==> src/rtl/inst_loader.sv <==
// inst_loader: UART-fed program loader and execution gate for the fetch stage.
// Assembles MSB-first bytes into instruction words and writes them to the
// instruction memory. After a program is loaded, it grants execution enable
// either continuously (run) or for one cycle at a time (step).
module inst_loader #(
  parameter int                   INST_SZ   = 32,
  parameter int                   PC_SZ     = 32,
  parameter int                   BYTE_SZ   = 8,
  parameter int                   MEM_DEPTH = 64,
  parameter logic [INST_SZ-1:0]   HALT_INST = '1,
  parameter logic [BYTE_SZ-1:0]   CMD_LOAD  = 8'h4C,
  parameter logic [BYTE_SZ-1:0]   CMD_RUN   = 8'h52,
  parameter logic [BYTE_SZ-1:0]   CMD_STEP  = 8'h53
) (
  input  logic               i_clk,
  input  logic               i_reset,
  input  logic [BYTE_SZ-1:0] i_rx_data,
  input  logic               i_rx_valid,
  input  logic               i_halt,
  output logic [INST_SZ-1:0] o_instruction,
  output logic [PC_SZ-1:0]   o_inst_addr,
  output logic               o_write,
  output logic               o_enable,
  output logic               o_prog_loaded,
  output logic               o_loading,
  output logic               o_done,
  output logic [PC_SZ-1:0]   o_word_count
);

  localparam int BYTES = INST_SZ / BYTE_SZ;
  localparam int IDX_W = (BYTES > 1) ? $clog2(BYTES) : 1;
  localparam logic [IDX_W-1:0] LAST_IDX  = IDX_W'(BYTES - 1);
  localparam logic [PC_SZ-1:0] LAST_SLOT = PC_SZ'(MEM_DEPTH - 1);

  typedef enum logic [2:0] {
    S_IDLE,
    S_LOAD,
    S_RUN,
    S_STEP,
    S_DONE
  } state_e;

  state_e             state_q, state_d;
  logic [IDX_W-1:0]   idx_q, idx_d;
  logic [INST_SZ-1:0] shift_q, shift_d;
  logic [PC_SZ-1:0]   wc_q, wc_d;
  logic [INST_SZ-1:0] instr_q, instr_d;
  logic [PC_SZ-1:0]   addr_q, addr_d;
  logic               write_q, write_d;
  logic               enable_q, enable_d;
  logic               loaded_q, loaded_d;
  logic               exit_q, exit_d;
  logic [INST_SZ-1:0] word_w;

  // Word formed if the current byte completes it (earlier bytes in upper bits).
  assign word_w = {shift_q[INST_SZ-BYTE_SZ-1:0], i_rx_data};

  // State and datapath registers, asynchronously cleared.
  always_ff @(posedge i_clk or negedge i_reset) begin
    if (!i_reset) begin
      state_q  <= S_IDLE;
      idx_q    <= '0;
      shift_q  <= '0;
      wc_q     <= '0;
      instr_q  <= '0;
      addr_q   <= '0;
      write_q  <= 1'b0;
      enable_q <= 1'b0;
      loaded_q <= 1'b0;
      exit_q   <= 1'b0;
    end else begin
      state_q  <= state_d;
      idx_q    <= idx_d;
      shift_q  <= shift_d;
      wc_q     <= wc_d;
      instr_q  <= instr_d;
      addr_q   <= addr_d;
      write_q  <= write_d;
      enable_q <= enable_d;
      loaded_q <= loaded_d;
      exit_q   <= exit_d;
    end
  end

  // Command FSM: next state plus next values of every registered output.
  always_comb begin
    state_d  = state_q;
    idx_d    = idx_q;
    shift_d  = shift_q;
    wc_d     = wc_q;
    instr_d  = instr_q;
    addr_d   = addr_q;
    write_d  = 1'b0;
    enable_d = enable_q;
    loaded_d = loaded_q;
    exit_d   = exit_q;
    case (state_q)
      S_IDLE: begin
        if (i_rx_valid) begin
          if (i_rx_data == CMD_LOAD) begin
            state_d  = S_LOAD;
            wc_d     = '0;
            idx_d    = '0;
            loaded_d = 1'b0;
          end else if (i_rx_data == CMD_RUN && loaded_q) begin
            state_d  = S_RUN;
            enable_d = 1'b1;
          end else if (i_rx_data == CMD_STEP && loaded_q) begin
            state_d  = S_STEP;
            enable_d = 1'b1;
          end
        end
      end
      S_LOAD: begin
        // The final write is flagged when its word is assembled, but LOAD is
        // held through the write cycle so o_write never appears outside LOAD.
        if (write_q && exit_q) begin
          state_d  = S_IDLE;
          loaded_d = 1'b1;
          exit_d   = 1'b0;
          idx_d    = '0;
        end else if (i_rx_valid) begin
          shift_d = word_w;
          if (idx_q == LAST_IDX) begin
            idx_d   = '0;
            write_d = 1'b1;
            instr_d = word_w;
            addr_d  = {wc_q[PC_SZ-3:0], 2'b00};
            wc_d    = wc_q + PC_SZ'(1);
            exit_d  = (word_w == HALT_INST) || (wc_q == LAST_SLOT);
          end else begin
            idx_d = idx_q + IDX_W'(1);
          end
        end
      end
      S_RUN: begin
        if (i_halt) begin
          enable_d = 1'b0;
          state_d  = S_DONE;
        end
      end
      S_STEP: begin
        enable_d = 1'b0;
        state_d  = i_halt ? S_DONE : S_IDLE;
      end
      S_DONE: begin
        if (i_rx_valid && i_rx_data == CMD_LOAD) begin
          state_d  = S_LOAD;
          wc_d     = '0;
          idx_d    = '0;
          loaded_d = 1'b0;
        end
      end
      default: state_d = S_IDLE;
    endcase
  end

  assign o_instruction = instr_q;
  assign o_inst_addr   = addr_q;
  assign o_write       = write_q;
  assign o_enable      = enable_q;
  assign o_prog_loaded = loaded_q;
  assign o_loading     = (state_q == S_LOAD);
  assign o_done        = (state_q == S_DONE);
  assign o_word_count  = wc_q;

endmodule
==> config.mk <==
export PLATFORM = sky130hd
export DESIGN_NAME = inst_loader
export DESIGN_NICKNAME = d
export VERILOG_FILES = /design/src/rtl/inst_loader.sv
export SDC_FILE = /design/constraint.sdc
export NUM_CORES = 1
export LEC_CHECK = 0
export ABC_AREA = 1
export BUFFER_PORTS_ARGS = -buffer_cell sky130_fd_sc_hd__buf_4
export CAP_MARGIN = 20
export CORE_UTILIZATION = 30
export CTS_CLUSTER_SIZE = 28
export DETAILED_ROUTE_END_ITERATION = 6
export GPL_TIMING_DRIVEN = 0
export SLEW_MARGIN = 25
export SYNTH_ARGS = -nofsm -noshare
export SYNTH_HDL_FRONTEND = slang
export SYNTH_SLANG_ARGS = --single-unit
export TNS_END_PERCENT = 1
==> constraint.sdc <==
create_clock -name i_clk -period 1.7 [get_ports i_clk]
set_input_delay 0 -clock i_clk [delete_from_list [all_inputs] [get_ports i_clk]]
set_output_delay 0 -clock i_clk [all_outputs]
set_load 0.02 [all_outputs]
==> results.yml, run 1 <==
floorplanning:
  core_um2: 19650
  die_w_um: 144.1
  row_count: 51
  boundaryPins: 113
  fp.dieArea_um2: 20770
  die_h_um: 144.1
  initial_core_util_pct: 30.83
sta:
  hold_slack_ps: 107.3
  fin_setup_tns_ps: 0
  layout_min_cycle_time_ps: 1616
  finalWorstSetupSlack_ps: 83.85
  fmax_mhz: 618.8
  rsz0062_at_grt: "yes"
  finalHoldViolCount: 0
  slew_viol_final: 0
  min_period_over_period_pct: 95.07
  fin_skew_ps: 6.768
  setup_violations: 0
  worst_pin_slew_ps: 561.1
  worst_slew_margin_rel_pct: 62.60
setup_path:
  worstPathRequired_ps: 1700
  crit_slowest_cell: "dfrtp_1"
  path_class: "reg -> out"
  reg2reg_slack_ps: 90
  worstSetupStartpointType: "register"
  crit_chain: "inv_2 -> nand2_2 -> nor2_4 -> buf_2 -> buf_4"
  arrival_ps: 1620
  crit_end: "o_loading"
  crit_start: "state_q[1]$_DFFE_PN0P_"
  timing.rr.start: "state_q[1]$_DFFE_PN0P_"
  cp_slowest_stage_delay_ps: 390
  cp_max_fo: 10
  timing.rr.end: "o_inst_addr[29]$_DFFE_PN0P_"
  endpoint_kind: "output port"
  r2r.worst_path.cells: 9
grt:
  grt_pass1_vias: 5159
  grt_overflow: 0
  grt_max_degree: 70
  grt_pass1_wl_um: 27540
  antenna_found_initial: 0
  track_usage_pct: 17.73
logic_synthesis:
  synth-seq-cells: 127
  synth_top_area_share_pct: 52.45
  yosys_most_used_dff: "dfrtp_1"
  synth_top_area_cell: "dfrtp_1"
  synth_area_per_cell_um2: 7.849
  synth_top_cells_by_count: "265 x nand2_1, 127 x dfrtp_1, 74 x inv_1, 73 x nor2_1, 66 x o21ai_1"
  netlist_area_um2: 6060
  ys_top_cells_by_area: "dfrtp_1 52%, nand2_1 16%, o21ai_1 5.5%, inv_1 4.6%, nor2_1 4.5%"
  yosysMostFrequentCell: "nand2_1"
  async_reset_ff_share_pct: 100.0
  synth_edf_count: 0
  seq_area_frac_synth_pct: 52.45
  netlist_instances: 772
  yosysWarnings: 0
  yosysUniqueCellTypes: 31
power:
  pwr-share-clk_pct: 31.1
  powerDensity_nw_per_um2: 1418
  seqPwrFrac_pct: 37.2
  p_sw_share_pct: 35.96
  leakagePower_nw: 3.893
  p_switching_mw: 4.158
  combinationalPowerShare_pct: 31.7
  peakVddDrop_uv: 659.8
  p_int_mw: 7.405
route:
  drt_wl_total_um: 17670
  ant_nets: 0
  vias: 5537
  first_pass_iters: 5
  via_per_inst: 4.610
  drc: 0
  drt_iter0_markers: 358
  post_drt_wl_per_cell_um: 14.72
layout:
  fin_util_pct: 41.49
  diodes: 0
  seq_area_um2: 3186
  nFillCells: 2036
  multi_input_area_um2: 2520
  drive_gt1_share_pct: 23.08
  final_nets: 938
  area_growth_pct: 34.57
  finalNonFillerCells: 1201
cts:
  htreeDepth: 4
  worstSkewPairLatency_ps: 420
  clk_pin_slew_ps: 60
  numCtsBuffers: 17
  root_buffer: "clkbuf_16"
  clkSinkCount: 127
  cts_max_path_buffers: 2
  cts_tree: "done"
placement:
  dpl.cell_count: 1149
  preCtsSetupSlack_ps: -345.1
  io_buffers: 110
  dpl.hpwl_um: 12960
  gp_congestion: 0.9089
status:
  status: "completed"
run:
  drv_cap: 0
hold_path:
  hp-class: "in -> async"
[cells in the final DEF (no fill, tap or decap), types with 2 or more instances in the layout]
| cell | instances |
|---|---|
| nor2_2 | 4 |
| clkbuf_1 | 2 |
| bufinv_16 | 2 |
| nand4_1 | 8 |
| o21ai_0 | 43 |
| nand2_2 | 7 |
| nor2_1 | 65 |
| inv_6 | 6 |
| nand2_4 | 2 |
| clkinv_2 | 2 |
| dfrtp_2 | 6 |
| dfrtp_1 | 121 |
| dlygate4sd3_1 | 11 |
| clkbuf_16 | 17 |
| buf_8 | 2 |
| buf_4 | 129 |
| buf_2 | 7 |
| nor3_1 | 11 |
| a21oi_1 | 4 |
| nor2_4 | 8 |
| nand3_1 | 37 |
| o21ai_1 | 65 |
| inv_1 | 71 |
| clkinv_4 | 3 |
| nand2_1 | 261 |
| buf_6 | 6 |
| conb_1 | 2 |
| inv_2 | 6 |
| xor2_1 | 13 |
[state kept, by name (all words and copies together) (netlist names)]
name / count
o_instruction: 32
o_word_count: 32
o_inst_addr: 30
shift_q: 24
state_q: 3
idx_q: 2
exit_q: 1
o_enable: 1
o_prog_loaded: 1
o_write: 1
[power groups by stage]
stage	Clock [mW]	Sequential, mW	Combinational [mW]
after detailed placement	0	4.35	3.51
after global placement	0	4.35	3.45
after floorplan	0	4.98	1.22
after global routing	3.79	4.40	4.01
final	3.59	4.30	3.66
after CTS	3.67	4.31	3.56
[how the worst min path moves through the flow]
| stage | endpoint | startpoint | slack (ps) | cells after the start |
|---|---|---|---|---|
| floorplan | exit_q$_DFFE_PN0P_ | i_reset | -300 | 0 |
| global placement | o_instruction[2]$_DFFE_PN0P_ | i_rx_data[2] | 310 | 3 |
| detailed placement | o_instruction[4]$_DFFE_PN0P_ | i_reset | -0.8 | 1 |
| CTS | o_instruction[4]$_DFFE_PN0P_ | i_reset | 150 | 2 |
| global route | o_instruction[4]$_DFFE_PN0P_ | i_reset | 160 | 2 |
| finish | o_instruction[4]$_DFFE_PN0P_ | i_reset | 110 | 2 |
[stage by stage]
step | cell area (um2) | power (mW)
2_1_floorplan | 6063 | 6.201
3_3_place_gp | 7221 | 7.795
3_5_place_dp | 7256 | 7.858
4_1_cts | 7999 | 11.54
5_1_grt | 8154 | 12.21
6_report | 8154 | 11.56
[worst max-delay path, delay by kind of cell (launching register included)]
family	cells	cell delay [ps]
buf+inv	3	560
flops	1	390
simple gates	2	240
[logic make-up after synthesis]
| logic type | Yosys count | synth area share, % |
|---|---|---|
| other | 1 | 0.06189 |
| AND/OR/NAND/NOR | 408 | 27.69 |
| XOR/XNOR | 14 | 2.024 |
| adder cells (fa/ha/maj) | 2 | 0.4129 |
| flip-flops | 127 | 52.45 |
| buffers and inverters | 103 | 7.454 |
| AO/OA/AOI/OAI | 117 | 9.911 |
[timing repair]
item                                    in CTS  in global routing
hold endpoints to repair                    88                  0
hold buffers                                11                  0
pin swaps                                    1                  6
endpoints found under the setup margin      73                111
setup buffers                                0                 10
gates resized for setup                     19                 29
[area by class of cell]
cell class                      instances  share of cell area [%]
Clock inverter                         14                   1.918
Timing Repair Buffer                  132                   12.83
Multi-Input combinational cell        543                   30.90
Sequential cell                       127                   39.07
Tap cell                              265                   4.066
Inverter                               77                   3.545
Clock buffer                           17                   5.217
Buffer                                 26                   2.455
[metal layers]
| metal | routed length [um] | vias to the layer above | GRT usage [%] | part of all wire (%) |
|---|---|---|---|---|
| met5 | 0 | - | 0 | 0 |
| met4 | 495 | 0 | 8.735 | 2.8 |
| met3 | 1000 | 31 | 4.040 | 5.7 |
| met2 | 8135 | 142 | 27.33 | 46 |
| met1 | 8043 | 2619 | 23.37 | 46 |
| li1 | - | 2745 | - | - |
No activity file was read; power rests on OpenSTA's default activity.
==> inputs of run 2 (changes only) <==
--- a/config.mk
+++ b/config.mk
@@ -12,7 +12,8 @@
 export CTS_CLUSTER_SIZE = 28
 export DETAILED_ROUTE_END_ITERATION = 6
 export GPL_TIMING_DRIVEN = 0
-export SLEW_MARGIN = 25
+export MAX_ROUTING_LAYER = met4
+export SLEW_MARGIN = 40
 export SYNTH_ARGS = -nofsm -noshare
 export SYNTH_HDL_FRONTEND = slang
 export SYNTH_SLANG_ARGS = --single-unit
==> results.yml, run 2 (synthesis results as in run 1) <==
power:
  peakVddDrop_uv: 779.6
  pwr-share-clk_pct: 31.7
  combinationalPowerShare_pct: 31.4
  p_switching_mw: 4.040
  p_sw_share_pct: 34.74
  p_int_mw: 7.590
  powerDensity_nw_per_um2: 1421
  seqPwrFrac_pct: 36.9
  leakagePower_nw: 3.909
sta:
  layout_min_cycle_time_ps: 1655
  hold_slack_ps: 121.1
  worst_slew_margin_rel_pct: 51.09
  min_period_over_period_pct: 97.34
  fmax_mhz: 604.3
  fin_skew_ps: 7.669
  setup_violations: 0
  fin_setup_tns_ps: 0
  worst_pin_slew_ps: 728.0
  slew_viol_final: 0
  finalHoldViolCount: 0
  rsz0062_at_grt: "yes"
run:
  drv_cap: 0
layout:
  most-common-layout-cells: "261 x nand2_1, 130 x buf_4, 121 x dfrtp_1"
  area_growth_pct: 35.08
  final_nets: 940
  diodes: 0
  fin_util_pct: 41.65
  final_common_cell: "nand2_1"
  drive_gt1_share_pct: 22.63
floorplanning:
  core_um2: 19650
  die_h_um: 144.1
  initial_core_util_pct: 30.83
  fp.dieArea_um2: 20770
  die_w_um: 144.1
  row_count: 51
  boundaryPins: 113
setup_path:
  critical_path_buf_inv_count: 3
  worstSetupStartpointType: "register"
  cp_max_fo: 10
  cp_slowest_stage_delay_ps: 410
  path_delay_family: "buffers and inverters"
  crit_slowest_cell: "dfrtp_1"
  path_class: "reg -> out"
  worstPathRequired_ps: 1700
  crit_chain: "inv_2 -> nand2_2 -> nor2_4 -> buf_2 -> buf_4"
  arrival_ps: 1650
  endpoint_kind: "output port"
hold_path:
  hp-class: "in -> async"
grt:
  track_usage_pct: 18.24
  grt_max_degree: 66
  grt_pass1_vias: 5213
  grt_pass1_wl_um: 27630
  antenna_found_initial: 0
  grt_overflow: 0
route:
  via_per_inst: 4.527
  drt_iter0_markers: 426
  first_pass_iters: 5
  ant_nets: 0
  post_drt_wl_per_cell_um: 14.45
  drc: 0
  vias: 5442
  drt_wl_total_um: 17370
cts:
  worstSkewPairLatency_ps: 420
  cts_max_path_buffers: 2
  clk_pin_slew_ps: 60
  clkSinkCount: 127
  cts_tree: "done"
  numCtsBuffers: 17
  root_buffer: "clkbuf_16"
  htreeDepth: 4
placement:
  io_buffers: 110
  dpl.hpwl_um: 12880
  gp_congestion: 0.9247
status:
  status: "completed"
-- run 2: cell types whose count changed in the layout (fill, tap and decap cells not counted), moves of 3 or more --
cell	change
inv_6	-6
clkinvlp_4	+3
inv_1	+3
inv_2	-3
-- run 2: what timing repair did --
item | 4_1_cts | 5_1_grt
endpoints found under the setup margin | 41 | 113
hold buffers | 11 | 0
resized for setup | 15 | 38
setup buffers | 0 | 12
pin swaps | 1 | 6
endpoints found under the hold margin | 146 | 0
-- run 2: cell type report --
| cell class | count | area (um2) |
|---|---|---|
| plain buffers | 26 | 212.7 |
| clock buffers | 20 | 456.7 |
| clock inverters | 10 | 138.9 |
| fillers | 2034 | 11470 |
| inverters | 77 | 289.0 |
| multi-input cells | 543 | 2510 |
| flip-flops and latches | 127 | 3186 |
| well taps | 265 | 331.6 |
| repair buffers | 134 | 1061 |
-- run 2: worst paths after layout --
kind	start	slack, ps	depth (start not counted)	to
max	state_q[1]$_DFFE_PN0P_	50	5	o_loading
min	i_reset	120	2	o_instruction[4]$_DFFE_PN0P_
max reg2reg	o_word_count[4]$_DFFE_PN0P_	60	6	o_word_count[7]$_DFFE_PN0P_
min reg2reg	o_instruction[26]$_DFFE_PN0P_	470	2	o_instruction[26]$_DFFE_PN0P_
max in group asynchronous	i_reset	870	3	o_word_count[10]$_DFFE_PN0P_
min in group i_clk	i_rx_data[2]	430	4	o_instruction[2]$_DFFE_PN0P_
-- run 2: worst register-to-register path, stage by stage (launching register included) --
cell	delay, ps
dfrtp_1	410
nand2_1	150
nor3_1	640
xor2_1	190
nor2_1	50
nand2_1	60
nand2_1	40
-- run 2: routing by layer --
layer	global-route usage [%]	vias to the layer above	part of all wire [%]
li1	-	2763	-
met1	23.91	2540	46
met2	27.56	120	47
met3	3.907	19	4.9
met4	6.831	0	1.5
met5	-	-	0
-- run 2: power by group through the flow --
stage,Sequential (mW),Clock (mW),Combinational [mW]
floorplan,4.98,0,1.22
global placement,4.35,0,3.45
detailed placement,4.36,0,3.50
CTS,4.32,3.75,3.54
global route,4.39,3.88,4.00
finish,4.30,3.69,3.65
-- run 2: metrics by stage --
step           std cells  area [um2]  power, mW  setup WS [ps]
3_3_place_gp        1148        7221      7.798         -345.3
2_1_floorplan        773        6063      6.201          10.51
4_1_cts             1190        8000      11.60         -30.29
6_report            1202        8185      11.63          45.23
3_5_place_dp        1149        7256      7.854         -352.7
5_1_grt             1202        8185      12.27         -32.36
